==> config.mk <==
export PLATFORM = sky130hd
export DESIGN_NAME = cart_ram_arbiter
export DESIGN_NICKNAME = d
export VERILOG_FILES = /design/src/rtl/cart_ram_arbiter_pkg.sv /design/src/rtl/cart_ram_arbiter_save_idle_timer.sv /design/src/rtl/cart_ram_arbiter.sv
export SDC_FILE = /design/constraint.sdc
export NUM_CORES = 1
export LEC_CHECK = 0
export ABC_AREA = 1
export CORE_MARGIN = 3
export CORE_UTILIZATION = 45
export CTS_CLUSTER_DIAMETER = 80
export DETAILED_ROUTE_END_ITERATION = 16
export GPL_ROUTABILITY_DRIVEN = 0
export GPL_TIMING_DRIVEN = 0
export PLACE_DENSITY = 0.86
export SYNTH_ARGS = -nofsm -noshare
export SYNTH_HDL_FRONTEND = slang
export SYNTH_SLANG_ARGS = --single-unit
==> constraint.sdc <==
create_clock -name clk -period 2.74 [get_ports clk]
set_clock_uncertainty 0.2 [all_clocks]
set_input_delay 0.411 -clock clk [delete_from_list [all_inputs] [get_ports clk]]
set_output_delay 0.411 -clock clk [all_outputs]
set_load 0.005 [all_outputs]
==> src/rtl/cart_ram_arbiter_pkg.sv <==
// Shared types and defaults for the cartridge save-RAM arbiter.
package cart_ram_arbiter_pkg;

    typedef enum logic {
        ST_IDLE = 1'b0,
        ST_WAIT = 1'b1
    } host_state_t;

    localparam int unsigned DEFAULT_IDLE_CYCLES = 1048576;

endpackage

==> src/rtl/cart_ram_arbiter_save_idle_timer.sv <==
// Dirty flag plus quiet-period counter; pulses save_req once per burst of Game Boy writes.
module save_idle_timer #(
    parameter int unsigned IDLE_CYCLES = 1048576,
    parameter int unsigned TW          = 24
) (
    input  logic clk,
    input  logic rst,
    input  logic gb_write,
    input  logic save_clr,
    output logic dirty,
    output logic save_req
);

    localparam logic [TW-1:0] LIMIT = TW'(IDLE_CYCLES);

    logic [TW-1:0] timer;

    always_ff @(posedge clk or posedge rst) begin
        if (rst) begin
            dirty    <= 1'b0;
            timer    <= '0;
            save_req <= 1'b0;
        end else begin
            save_req <= 1'b0;
            if (gb_write) begin
                // a write in the same cycle as save_clr keeps the data marked unsaved
                dirty <= 1'b1;
                timer <= '0;
            end else if (save_clr) begin
                dirty <= 1'b0;
                timer <= '0;
            end else if (dirty && (timer < LIMIT)) begin
                timer <= timer + 1'b1;
                if (timer == LIMIT - 1'b1) begin
                    save_req <= 1'b1;
                end
            end
        end
    end

endmodule

==> src/rtl/cart_ram_arbiter.sv <==
// Single-port save-RAM arbiter: Game Boy always wins, host uses idle cycles.
module cart_ram_arbiter
    import cart_ram_arbiter_pkg::*;
#(
    parameter int unsigned ABITS       = 15,
    parameter int unsigned IDLE_CYCLES = DEFAULT_IDLE_CYCLES,
    parameter int unsigned TW          = 24
) (
    input  logic             clk,
    input  logic             rst,
    input  logic             gb_ram_cs_n,
    input  logic             gb_rd,
    input  logic             gb_wr,
    input  logic [ABITS-1:0] gb_addr,
    input  logic [7:0]       gb_wdata,
    input  logic             host_req,
    input  logic             host_we,
    input  logic [ABITS-1:0] host_addr,
    input  logic [7:0]       host_wdata,
    output logic             host_ack,
    output logic [7:0]       host_rdata,
    input  logic             save_clr,
    output logic             dirty,
    output logic             save_req,
    output logic [ABITS-1:0] ram_addr,
    output logic [7:0]       ram_din,
    output logic             ram_we,
    input  logic [7:0]       ram_dout
);

    host_state_t state, state_next;
    logic        gb_act;
    logic        host_issue;
    logic        ack_hold;
    logic [7:0]  rdata_q;

    assign gb_act = !gb_ram_cs_n && (gb_rd || gb_wr);

    always_ff @(posedge clk or posedge rst) begin
        if (rst) begin
            state    <= ST_IDLE;
            ack_hold <= 1'b0;
            rdata_q  <= '0;
        end else begin
            state    <= state_next;
            ack_hold <= (state == ST_WAIT);
            if ((state == ST_WAIT) && !host_we) begin
                rdata_q <= ram_dout;
            end
        end
    end

    always_comb begin
        state_next = state;
        host_issue = 1'b0;
        ram_addr   = host_addr;
        ram_din    = host_wdata;
        ram_we     = 1'b0;
        case (state)
            ST_IDLE: begin
                host_issue = host_req && !gb_act && !ack_hold;
                if (host_issue) begin
                    state_next = ST_WAIT;
                end
            end
            ST_WAIT: begin
                state_next = ST_IDLE;
            end
            default: begin
                state_next = ST_IDLE;
            end
        endcase
        if (gb_act) begin
            ram_addr = gb_addr;
            ram_din  = gb_wdata;
            ram_we   = gb_wr;
        end else if (host_issue) begin
            ram_we = host_we;
        end
    end

    assign host_ack = (state == ST_WAIT);
    // read data is forwarded straight from the RAM during the ack cycle, then held
    assign host_rdata = ((state == ST_WAIT) && !host_we) ? ram_dout : rdata_q;

    save_idle_timer #(
        .IDLE_CYCLES(IDLE_CYCLES),
        .TW         (TW)
    ) u_save_idle_timer (
        .clk     (clk),
        .rst     (rst),
        .gb_write(gb_act && gb_wr),
        .save_clr(save_clr),
        .dirty   (dirty),
        .save_req(save_req)
    );

endmodule

### Word level (Yosys, flattened, before mapping)

Index checks and enable logic that the tools add are counted.

| word-level totals | value |
|---|---|
| output and inout port bits | 35 |
| input port bits | 62 |
| register bits after elaboration | 36 |
| logic and storage cells | 40 |

| cells by class | value |
|---|---|
| order comparisons | 1 |
| bitwise gates (word level) | 1 |
| $add $sub $neg | 1 |
| equality and inequality tests | 1 |
| mux-type cells | 17 |
| reduce and logical (&&, ||, !) cells | 13 |

Operators by type and width:

| operator | number |
|---|---|
| $mux W24 | 3 |
| $add A24 B1 Y24 const B | 1 |
| $eq A24 B20 Y1 const B | 1 |
| $lt A24 B21 Y1 const B | 1 |
| $mux W8 | 2 |
| $mux W15 | 1 |
| $mux W1 | 10 |
| $logic_and A1 B1 Y1 | 6 |
| $logic_not A1 Y1 | 4 |
| $reduce_bool A3 Y1 | 1 |
| $pmux W1 S2 | 1 |
| $reduce_bool A2 Y1 | 1 |
| $logic_or A1 B1 Y1 | 1 |
| $not A1 Y1 | 1 |

### Depth between registers and ports, before layout

Gate-level depths: netlist of run 1.

| depth | value |
|---|---|
| depth in word-level cells | 8 |
| gate-level depth with buffers | 11 |
| depth with buffers taken out | 10 |

### Hierarchy

Synthesis of run 1 repeated with hierarchy kept, for this count alone.

| unflattened totals | value |
|---|---|
| cells, all modules | 311 |
| area, all modules | 2250.9 sq um |

Modules (own cells, without submodules):

| module | sequential area each (sq um) | area an instance (sq um) | cells each | instances |
|---|---|---|---|---|
| save_idle_timer | 650.6 | 1490.2 | 188 | 1 |
| cart_ram_arbiter | 250.2 | 760.7 | 123 | 1 |

### Worst setup path after synthesis of run 1

Ideal clock, no wire load.

| path | value |
|---|---|
| path kind | in2out |
| from | input port gb_wr |
| to | output port ram_addr[0] |
| data required time | 2.129 ns |
| stages on the path | 6 |
| path buffers | 1 |
| arrival time | 1.081 ns |
| path slack | 1.048 ns |
| path through | inv_1 > nand2_1 > nand2_1 > clkbuf_1 > nand2_1 > nand2_1 |

| between the ends | value |
|---|---|
| longest elaborated chain between the ends | 3 |

RTL lines:

| item | line | source |
|---|---|---|
| start: declaration | cart_ram_arbiter.sv:13 | `input logic gb_wr,` |
| $logic_or A1 B1 Y1 | cart_ram_arbiter.sv:37 | `assign gb_act = !gb_ram_cs_n && (gb_rd \|\| gb_wr);` |
| $logic_and A1 B1 Y1 | cart_ram_arbiter.sv:37 |  |
| $mux W15 | cart_ram_arbiter.sv:73 | `if (gb_act) begin` |
| end: declaration | cart_ram_arbiter.sv:25 | `output logic [ABITS-1:0] ram_addr,` |

Every way passes these cells.

### Final worst setup path of run 1

| path | value |
|---|---|
| from | input port gb_wr |
| to | output port ram_addr[4] |

The elaborated chain is that of the path after synthesis.

==> impl_metrics.yaml, run 1 <==
status:
  outcome: "finished, final reports clean"
worst_setup_path:
  required_ps: 2130
  critPathBufInv: 5
  cpLargestDelayFamily: "buffers and inverters"
  worstPathCellList: "clkdlybuf4s50_1 > inv_1 > nand2_2 > nand2_4 > inv_2 > buf_6 > nand2_1 > nand2_1 > clkdlybuf4s50_1"
  crit_type: "in -> out"
  startpoint_type: "input pin"
  end_kind: "primary output"
  crit_fanout: 10
  arrival_ps: 2020
  worst_path_max_delay_cell: "clkdlybuf4s50_1"
  cp_slowest_stage_delay_ps: 500
layout:
  nets: 466
  fillers: 330
  drive_above_1_share_pct: 11.4
  layout.cells.non_filler: 456
  utilization_pct: 74.5
  syn_to_final_growth_pct: 55.4
  antenna_cells: 0
  multi_input_area_sq_um: 1090
  regArea_sq_um: 901
cts:
  cts_buffer_depth: 2
  cts_root_buffer: "clkbuf_8"
  postCtsSetupBuffers: 0
  cts_tree: "yes"
  clkTransAtPathRegs_ps: 60
  cts_buffers: 5
  cts_sinks: 36
  clock_latency_ps: 290
  postCtsHoldBufs: 0
  h-tree-depth: 2
pwr:
  power.total_mw: 1.42
  vdd_drop_max_mv: 0.495
  power_density_nw_per_um2: 426
  p_leak_nw: 1.56
synthesis:
  yosysMostFrequentCell: "nand2_1"
  netlist_instances: 299
  synthDistinctLibCells: 28
  synth.area.top_cells: "dfrtp_1 (42%), nand2_1 (20%), inv_1 (5.4%)"
  synth_top_area_share_pct: 42.0
  syn_nets: 362
  yosys_warnings: 0
  synth_area_sq_um: 2150
  synth_edf_count: 0
  avgSynthCellArea_sq_um: 7.18
  yosysSeqAreaShare_pct: 42.0
  async_reset_ff_share_pct: 100
  synth_ff_type: "dfrtp_1"
  yosys-top-cells-count: "nand2_1 (115), dfrtp_1 (36), inv_1 (31)"
  synth_top_cell_by_area: "dfrtp_1"
  ys_seq_elements: 36
global_routing:
  grt_antenna_before_repair: 0
  grt_max_degree: 37
  grt_usage_pct: 22.2
  grt_first_pass_wirelength_um: 9540
  grt-ovfl-total: 0
  grt_pass1_vias: 2115
sta:
  max_slew_margin_pct: 49.5
  fmax_mhz: 380
  hold_violations: 0
  layout_min_cycle_time_ps: 2630
  worstMarginPinSlew_ps: 753
  report.final.slew_viol_count: 0
  period_share_pct: 96.0
  setup_viol: 0
routing:
  vias: 2282
  drtIter0Drc: 108
  wl_per_cell_um: 13.4
  viasPerCell: 5.00
  first_pass_iters: 4
  ant_nets: 0
  wl_um: 6100
  drc: 0
floorplan:
  std_cell_rows: 24
  core_area_sq_um: 4470
  die_w_um: 75.1
  die_h_um: 75.1
  die_area_sq_um: 5630
  ios: 97
  start_util_pct: 48.0
job:
  max-cap-violations: 0
worst_hold_path:
  hp-class: "reg -> reg"
placed_design:
  port_buffers: 96
  place_hpwl_um: 4720
  placed_cells: 447
-- through the flow --
step                      instance area (sq um)  setup TNS, ps  hold WS, ps  setup WS [ps]
after floorplan                            2150              0          193           1050
after global placement                     3170          -1240          207          -85.2
after global routing                       3330          -16.4          230          -12.1
after CTS                                  3290              0          225           38.0
after detailed placement                   3170          -1860          212           -118
final                                      3330              0          217            108
-- cell type report --
cell class	count	area share (%)
multi-input combinational	221	32.6
timing repair buffer	97	29.6
sequential	36	27.0
inverter	34	3.83
clock buffer	6	2.18
tap	52	1.95
buffer	8	1.69
clock inverter	2	1.05
-- layout by cell type (no fill, tap or decap), types with 2 or more instances in the layout --
master	netlist	routed
nor2_4	5	5
xor2_1	2	2
buf_6	0	2
nor2_1	24	24
nor2_2	3	3
inv_2	3	4
clkbuf_1	3	2
nand4_1	7	7
inv_1	31	29
mux2_2	8	8
nand3_1	18	18
clkbuf_2	0	2
buf_4	2	2
nor3b_1	2	2
clkbuf_8	0	5
nor3_1	6	6
nand2_2	6	8
o21ai_0	3	3
a21oi_1	10	10
dfrtp_1	36	36
nand3_2	2	2
nand2_1	115	112
clkdlybuf4s50_1	0	96
o21ai_1	2	2
and3_1	2	2
-- routing by layer --
layer  vias to the layer above  global-route usage, %  part of all wire (%)
met5                         -                      0                     0
met4                         0                   7.91                   1.4
met3                         7                   5.21                   9.2
met2                        98                   40.4                    49
met1                      1026                   25.3                    40
li1                       1151                      -                     -
-- cell families (layout without fill, tap and decap cells) --
logic type / count (synthesis) / count (layout) / share of synthesized area, %
xor+xnor: 2 / 2 / 0.816
simple gates: 191 / 191 / 39.7
compound gates: 19 / 19 / 4.84
flops: 36 / 36 / 42.0
mux: 8 / 8 / 4.20
fa+ha+maj: 1 / 1 / 0.583
buf+inv: 42 / 147 / 7.87
-- registers in the layout, indices dropped and copies added, names as in the netlist --
register                    flops
u_save_idle_timer.save_req      1
rdata_q                         8
ack_hold                        1
u_save_idle_timer.timer        24
host_ack                        1
u_save_idle_timer.dirty         1
-- timing repair --
action                                  CTS  global route
resized for setup                         6             5
gates cloned                              0             0
endpoints found under the setup margin   21            26
-- power breakdown --
part           internal, mW  switching (mW)
combinational         0.248           0.143
sequential            0.569          0.0125
clock                 0.270           0.178
total                  1.09           0.334
-- worst paths after layout --
kind	slack [ps]	cells after the start	startpoint	end
max	110	9	gb_wr	ram_addr[4]
min	220	1	ack_hold$_DFF_PP0_	host_ack$_DFF_PP0_
min reg2reg	220	1	ack_hold$_DFF_PP0_	host_ack$_DFF_PP0_
min in group asynchronous	280	2	rst	rdata_q[3]$_DFF_PP0_
max in group asynchronous	1590	3	rst	u_save_idle_timer.timer[15]$_DFFE_PP0P_
max reg2reg	930	9	u_save_idle_timer.timer[0]$_DFFE_PP0P_	u_save_idle_timer.timer[20]$_DFFE_PP0P_
(Power assumes the default switching activity.)
==> inputs of run 2 (changes only) <==
--- a/config.mk
+++ b/config.mk
@@ -10,7 +10,6 @@
 export CORE_UTILIZATION = 45
 export CTS_CLUSTER_DIAMETER = 80
 export DETAILED_ROUTE_END_ITERATION = 16
-export GPL_ROUTABILITY_DRIVEN = 0
 export GPL_TIMING_DRIVEN = 0
 export PLACE_DENSITY = 0.86
 export SYNTH_ARGS = -nofsm -noshare
==> results of run 2 <==
No change in the layout: final DEF, timing and power equal those of run 1.
